`config.mk`:
```
export PLATFORM = sky130hd
export DESIGN_NAME = uart_rx_monitor
export DESIGN_NICKNAME = d
export VERILOG_FILES = /design/src/rtl/uart_rx_monitor.sv
export SDC_FILE = /design/constraint.sdc
export NUM_CORES = 1
export LEC_CHECK = 0
export ABC_AREA = 0
export BUFFER_PORTS_ARGS = -buffer_cell sky130_fd_sc_hd__buf_2
export CELL_PAD_IN_SITES_DETAIL_PLACEMENT = 1
export CELL_PAD_IN_SITES_GLOBAL_PLACEMENT = 2
export CORE_UTILIZATION = 35
export DETAILED_ROUTE_END_ITERATION = 8
export GPL_TIMING_DRIVEN = 0
export PLACE_DENSITY_LB_ADDON = 0.05
export SLEW_MARGIN = 20
export SYNTH_ARGS = -nofsm -noshare
export SYNTH_HDL_FRONTEND = slang
export SYNTH_SLANG_ARGS = --single-unit
```
`constraint.sdc`:
```
create_clock -name clk -period 3.1 [get_ports clk]
set_input_delay 0.62 -clock clk [delete_from_list [all_inputs] [get_ports clk]]
set_output_delay 0.62 -clock clk [all_outputs]
set_load 0.005 [all_outputs]
```
`src/rtl/uart_rx_monitor.sv`:
```
// uart_rx_monitor: receive-only UART monitor (8 data bits, LSB first, 1 stop bit).
// The serial line passes through a 2-flop synchronizer. Each byte is decoded, and
// framing errors (and optionally parity errors) are flagged. Good bytes are counted.
// Optional feature: define UART_RX_PARITY_EN to expect an even-parity bit after
// data bit 7. Without the macro the framing is plain 8N1 and parity_error is tied low.
module uart_rx_monitor #(
  parameter int CLK_HZ   = 50000000,
  parameter int BAUDRATE = 25000000
) (
  input  logic        clk,
  input  logic        reset,
  input  logic        uart_rx,
  output logic [7:0]  rx_data,
  output logic        rx_valid,
  output logic        frame_error,
  output logic        parity_error,
  output logic        busy,
  output logic [15:0] byte_count
);

  localparam int DIV   = CLK_HZ / BAUDRATE;
  localparam int HALF  = DIV / 2;
  // The bit-period counter only has to reach DIV-1.
  localparam int CNT_W = (DIV > 2) ? $clog2(DIV) : 1;
  localparam logic [CNT_W-1:0] DIV_LAST  = CNT_W'(DIV - 1);
  localparam logic [CNT_W-1:0] HALF_LAST = CNT_W'(HALF - 1);

  // A divider below 2 leaves no room for a mid-bit sample.
  generate
    if (DIV < 2) begin : g_div_check
      $error("uart_rx_monitor: CLK_HZ/BAUDRATE must be at least 2");
    end
  endgenerate

`ifdef UART_RX_PARITY_EN
  typedef enum logic [2:0] {
    IDLE   = 3'd0,
    START  = 3'd1,
    DATA   = 3'd2,
    PARITY = 3'd3,
    STOP   = 3'd4,
    BREAK  = 3'd5
  } state_e;

  // Even parity: the data bits together with the parity bit must XOR to zero.
  function automatic logic parity_ok(input logic [7:0] data, input logic par);
    return ~(^{data, par});
  endfunction
`else
  typedef enum logic [2:0] {
    IDLE  = 3'd0,
    START = 3'd1,
    DATA  = 3'd2,
    STOP  = 3'd4,
    BREAK = 3'd5
  } state_e;
`endif

  state_e           state_q;
  logic             sync1_q;
  logic             rx_s_q;
  logic [CNT_W-1:0] cnt_q;
  logic [2:0]       bit_cnt_q;
  logic [7:0]       shift_q;
  logic [7:0]       rx_data_q;
  logic             rx_valid_q;
  logic             frame_error_q;
  logic             busy_q;
  logic [15:0]      byte_count_q;
`ifdef UART_RX_PARITY_EN
  logic             par_q;
  logic             parity_error_q;
`endif

  // Two-flop synchronizer; resets to the idle (high) line level so that a line held
  // low during reset is not mistaken for a start bit.
  always_ff @(posedge clk) begin
    if (reset) begin
      sync1_q <= 1'b1;
      rx_s_q  <= 1'b1;
    end else begin
      sync1_q <= uart_rx;
      rx_s_q  <= sync1_q;
    end
  end

  // Receive FSM: start-bit qualification, bit sampling, stop/parity checks and
  // registered result flags (each flag is a single-cycle pulse).
  always_ff @(posedge clk) begin
    if (reset) begin
      state_q        <= IDLE;
      cnt_q          <= '0;
      bit_cnt_q      <= 3'd0;
      shift_q        <= 8'h00;
      rx_data_q      <= 8'h00;
      rx_valid_q     <= 1'b0;
      frame_error_q  <= 1'b0;
      busy_q         <= 1'b0;
      byte_count_q   <= 16'h0000;
`ifdef UART_RX_PARITY_EN
      par_q          <= 1'b0;
      parity_error_q <= 1'b0;
`endif
    end else begin
      // Flags default low so every pulse lasts exactly one cycle.
      rx_valid_q    <= 1'b0;
      frame_error_q <= 1'b0;
`ifdef UART_RX_PARITY_EN
      parity_error_q <= 1'b0;
`endif
      case (state_q)
        IDLE: begin
          cnt_q <= '0;
          if (!rx_s_q) begin
            state_q <= START;
            busy_q  <= 1'b1;
          end else begin
            busy_q  <= 1'b0;
          end
        end

        START: begin
          if (cnt_q == HALF_LAST) begin
            cnt_q     <= '0;
            bit_cnt_q <= 3'd0;
            if (rx_s_q) begin
              // Line bounced back high before mid start bit: ignore it.
              state_q <= IDLE;
              busy_q  <= 1'b0;
            end else begin
              state_q <= DATA;
            end
          end else begin
            cnt_q <= cnt_q + CNT_W'(1);
          end
        end

        DATA: begin
          if (cnt_q == DIV_LAST) begin
            cnt_q     <= '0;
            shift_q   <= {rx_s_q, shift_q[7:1]};
            bit_cnt_q <= bit_cnt_q + 3'd1;
            if (bit_cnt_q == 3'd7) begin
`ifdef UART_RX_PARITY_EN
              state_q <= PARITY;
`else
              state_q <= STOP;
`endif
            end else begin
              state_q <= DATA;
            end
          end else begin
            cnt_q <= cnt_q + CNT_W'(1);
          end
        end

`ifdef UART_RX_PARITY_EN
        PARITY: begin
          if (cnt_q == DIV_LAST) begin
            cnt_q   <= '0;
            par_q   <= rx_s_q;
            state_q <= STOP;
          end else begin
            cnt_q <= cnt_q + CNT_W'(1);
          end
        end
`endif

        STOP: begin
          if (cnt_q == DIV_LAST) begin
            cnt_q     <= '0;
            rx_data_q <= shift_q;
            if (rx_s_q) begin
              // Return to IDLE now so a start bit right after the stop bit is caught.
              state_q <= IDLE;
              busy_q  <= 1'b0;
`ifdef UART_RX_PARITY_EN
              if (parity_ok(shift_q, par_q)) begin
                rx_valid_q   <= 1'b1;
                byte_count_q <= byte_count_q + 16'd1;
              end else begin
                parity_error_q <= 1'b1;
              end
`else
              rx_valid_q   <= 1'b1;
              byte_count_q <= byte_count_q + 16'd1;
`endif
            end else begin
              frame_error_q <= 1'b1;
              state_q       <= BREAK;
            end
          end else begin
            cnt_q <= cnt_q + CNT_W'(1);
          end
        end

        BREAK: begin
          // A line held low must go high again before a new frame can start.
          cnt_q <= '0;
          if (rx_s_q) begin
            state_q <= IDLE;
            busy_q  <= 1'b0;
          end else begin
            state_q <= BREAK;
          end
        end

        default: begin
          state_q <= IDLE;
          cnt_q   <= '0;
          busy_q  <= 1'b0;
        end
      endcase
    end
  end

  assign rx_data     = rx_data_q;
  assign rx_valid    = rx_valid_q;
  assign frame_error = frame_error_q;
  assign busy        = busy_q;
  assign byte_count  = byte_count_q;
`ifdef UART_RX_PARITY_EN
  assign parity_error = parity_error_q;
`else
  assign parity_error = 1'b0;
`endif

endmodule

```
# [Yosys cells after proc, flatten, opt, wreduce, memory -nomap -nowiden]
# Index checks and enable logic that the tools add are counted.
[word_totals] ramBits=0 ff_bits=44 mem_bits_ro=0 n_memories=0 latchBits=0
[op_classes] order_cmp=0 div=0 bitwise=3 n_reduce_logical=10 eq_ne=9 n_mul=0 shifts=0 mux=20 n_addsub=3
[ops] cell="2-to-1 mux 3 bit" count=8
[ops] cell="adder 16 x 1 -> 16 bit (second input constant)" count=1
[ops] cell="case mux 3 bit (5 select lines)" count=1
[ops] cell="equality test 3 bit (second input constant)" count=3
[ops] cell="AND reduction 3 bit" count=3
[ops] cell="inequality test 2 bit (second input constant)" count=4
[ops] cell="2-to-1 mux 1 bit" count=7
[ops] cell="case mux 3 bit (2 select lines)" count=1
[ops] cell="case mux 1 bit (5 select lines)" count=1
[ops] cell="AND reduction 2 bit" count=2
[ops] cell="AND reduction 4 bit" count=1
[ops] cell="adder 3 x 1 -> 3 bit (second input constant)" count=1
[ops] cell="equality test 3 x 1 -> 1 bit (second input constant)" count=1
[ops] cell="equality test 3 x 2 -> 1 bit (second input constant)" count=1
[ops] cell="logical NOT 3 bit" count=1
[ops] cell="NOT 1 bit" count=3
[ops] cell="OR reduction 3 bit" count=1
[ops] cell="2-to-1 mux 2 bit" count=1
[ops] cell="case mux 1 bit (2 select lines)" count=1
[ops] cell="nonzero test 2 bit" count=1
[ops] cell="OR reduction 2 bit" count=1
[ops] cell="adder 1 bit (second input constant)" count=1

# [Logic depth before layout (Yosys ltp)]
[depth] ltp_word=4 depth_mapped=7

# [Worst setup path after synthesis]
# OpenSTA, ideal clock, no wires.
[synth_timing] path_type="register -> register" from="register byte_count_q[0] (netlist: byte_count[0])" to="register byte_count_q[14] (netlist: byte_count[14])" arrival_ns=1.501 path_stages_with_launch=6 path_slack_ns=1.528 path_buffers=0 required_time_ns=3.030 cell_sequence="dfxtp_1 -> ha_1 -> nand4_1 -> or2_1 -> or4_1 -> a21oi_1"
[synth_via] elab_chain_cells=1
[synth_rtl] item="from (decl)" line="69" source="logic [15:0] byte_count_q;"
[synth_rtl] item="from (signal assigned)" line="186" source="byte_count_q <= byte_count_q + 16'd1;"
[synth_rtl] item="adder 16 x 1 -> 16 bit" line="186"
# Every way passes these cells.
# A chain may end at the register's enable or synchronous reset.

# [Worst setup path after layout]
# Ends and elaborated chain as after synthesis.

==> reports/metrics.yaml <==
logic_synthesis:
  yosysWarnings: 0
  synth_nets: 222
  synth.top_cell.area_share_pct: 48.1
  ys_types: 39
  ys_seq_elements: 44
  netlist_area_sq_mm: 0.00183
  synth.avg_cell_area_sq_um: 8.48
  synth_edf_count: 0
  synth_ff_type: "dfxtp_1"
  yosysTopAreaCell: "dfxtp_1"
  synth.yosys.seq_area_share_pct: 48.1
  async_flop_share_pct: 0
  syn-instance-count: 216
  yosys-top-cells-area: "dfxtp_1 48%, nand2_1 8.2%, a21oi_1 6.6%"
finish:
  drive_gt1_share_pct: 17.5
  nFillCells: 636
  final_common_cell: "dfxtp_1"
  fin_util_pct: 44.3
  final_nets: 257
  syn_to_final_growth_pct: 18.1
  n_antenna_cell: 0
  final_cell_mix: "44 x dfxtp_1, 40 x nand2_1, 30 x buf_2, 24 x a21oi_1, 15 x nor2_1"
worst_hold_path:
  hp-class: "register to register"
timing:
  final_max_slew_viol_count: 0
  holdWs_ns: 0.435
  worst_pin_slew_ns: 0.575
  max_freq_mhz: 558
  finalCritPeriodShare_pct: 57.8
  slew_headroom_pct: 61.7
  hold_viol: 0
  setup-tns-final_ns: 0
  setup_violations: 0
  rsz0062_at_grt: "no"
  post-route-min-period_ns: 1.79
  skew_ns: 0.00699
worst_setup_path:
  crit_arrival_ns: 2.02
  crit_start: "byte_count[0]"
  critical-path-slowest-cell: "dfxtp_1"
  r2r-start: "byte_count[0]"
  cp_num_cells: 5
  reg2reg_slack_ns: 1.31
  critPathKind: "register to register"
  path_cells: "ha_1 -> nand4_1 -> or2_1 -> or4_1 -> a21oi_1"
  r2r_cells: 5
  crit_path_end_kind: "register"
  critPathTopFamily: "simple AND/OR/NAND/NOR gates"
  cp-endpoint: "byte_count[14]"
  timing.rr.end: "byte_count[14]"
  critPathMaxStageDelay_ns: 0.42
  crit_required_ns: 3.33
  path_buf_inv: 0
  start_kind: "register"
  worstPathMaxFanout: 5
placement:
  detailed_place_hpwl_microns: 3090
  gp_congestion: 0.766
  io_buffers: 28
clock_network:
  cts_tree: "yes"
  hold_buffers: 0
  cts.sinks: 44
  numCtsBuffers: 5
  clk_pin_slew_ns: 0.09
  clockBufferDepth: 2
  insertion_delay_ns: 0.29
  post_cts_buffers: 0
  h-tree-depth: 2
  clock-root-buffer: "clkbuf_8"
  ctsResizeCount: 0
routing:
  vias_per_cell: 5.04
  drc: 0
  first_pass_iters: 6
  dr_total_vias: 1608
  ant_nets: 0
  drt-total-wl_microns: 4410
  drt_iter0_markers: 61
  wl_per_cell_microns: 13.8
flow_run:
  max_cap_violations: 0
floorplanning:
  die_h_microns: 74.3
  die_area_sq_mm: 0.00553
  initial_utilization_pct: 37.5
  core_area_sq_mm: 0.00488
  ioPinCount: 31
  die_w_microns: 74.3
  rows: 25
grt:
  grt_first_pass_wirelength_microns: 7470
  grt_usage_pct: 17.7
  grt_pass1_vias: 1519
  grt_max_degree: 14
  antenna_found_initial: 0
  grt.overflow.total: 0
power:
  leakage_nw: 0.826
  power_w: 0.00103
  cellPowerDensity_mw_per_mm2: 478
  vdd_drop_max_uv: 277
run_status:
  status: "completed"
==> cell families after synthesis <==
group / Yosys count / synth area share (%)
XOR/XNOR: 11 / 5.26
multiplexers: 1 / 0.546
other: 1 / 0.205
adder cells (fa/ha/maj): 3 / 2.05
buffers and inverters: 17 / 4.85
AO/OA/AOI/OAI: 40 / 12.0
AND/OR/NAND/NOR: 99 / 27.0
flip-flops: 44 / 48.1
==> metal layers <==
layer	share of wire (%)	vias to the layer above	wire length (microns)	GRT usage (%)
met1	50	766	2190	23.3
met3	3.0	2	134	3.25
li1	-	815	-	-
met4	0.57	0	25	4.40
met2	47	25	2060	29.9
met5	0	-	0	0
==> worst reg2reg max path, stage by stage (launching register included) <==
cell and delay (ns):
dfxtp_1 0.42, ha_1 0.20, nand4_1 0.22, or2_1 0.34, or4_1 0.41, a21oi_1 0.14
==> flip-flops by register name, summed over array words and instances (netlist names) <==
register and flops:
bit_cnt_q 3, busy 1, byte_count 16, cnt_q 1
frame_error 1, rx_data 8, rx_s_q 1, rx_valid 1
shift_q 8, state_q 3, sync1_q 1
==> cells in the mapped netlist, drive strengths merged (2+ instances only) <==
| cell type | count |
|---|---|
| a21oi | 24 |
| a22oi | 2 |
| and3 | 4 |
| buf | 7 |
| clkbuf | 9 |
| dfxtp | 44 |
| ha | 3 |
| nand2 | 40 |
| nand3 | 6 |
| nand3b | 2 |
| nand4 | 8 |
| nor2 | 15 |
| nor3 | 5 |
| nor4 | 3 |
| o21ai | 8 |
| o31ai | 3 |
| or2 | 3 |
| or3 | 4 |
| or3b | 2 |
| or4 | 2 |
| xnor2 | 5 |
| xor2 | 6 |
==> power by group <==
group	internal, W	total [W]	switching, W	leakage [nW]
clock	0.000239	0.000435	0.000196	0.0552
sequential	0.000567	0.000569	0.00000148	0.355
combinational	0.0000101	0.0000299	0.0000198	0.416
==> worst min-delay path by stage <==
stage / depth (start not counted) / to / slack [ns] / start
3_5_place_dp: 1 / rx_s_q / 0.42 / sync1_q
4_1_cts: 1 / rx_s_q / 0.44 / sync1_q
2_1_floorplan: 1 / rx_s_q / 0.39 / sync1_q
5_1_grt: 1 / rx_s_q / 0.45 / sync1_q
3_3_place_gp: 1 / rx_s_q / 0.39 / sync1_q
6_report: 1 / rx_s_q / 0.44 / sync1_q
==> final cells by class <==
class | count | area [sq um] | area share [%]
multi-input combinational | 155 | 862 | 39.8
tap | 67 | 83.8 | 3.88
inverter | 1 | 3.75 | 0.174
buffer | 16 | 85.1 | 3.93
sequential | 44 | 881 | 40.7
timing repair buffer | 28 | 140 | 6.48
clock buffer | 6 | 72.6 | 3.35
clock inverter | 2 | 35.0 | 1.62
==> stage by stage <==
step,area (sq um),std cells,worst slack (ns)
6_report,2160,319,1.31
5_1_grt,2160,319,1.19
4_1_cts,2160,319,1.30
3_5_place_dp,2060,311,1.33
3_3_place_gp,2060,311,1.32
2_1_floorplan,1830,216,1.53
Power figures use the tool's default switching activity.
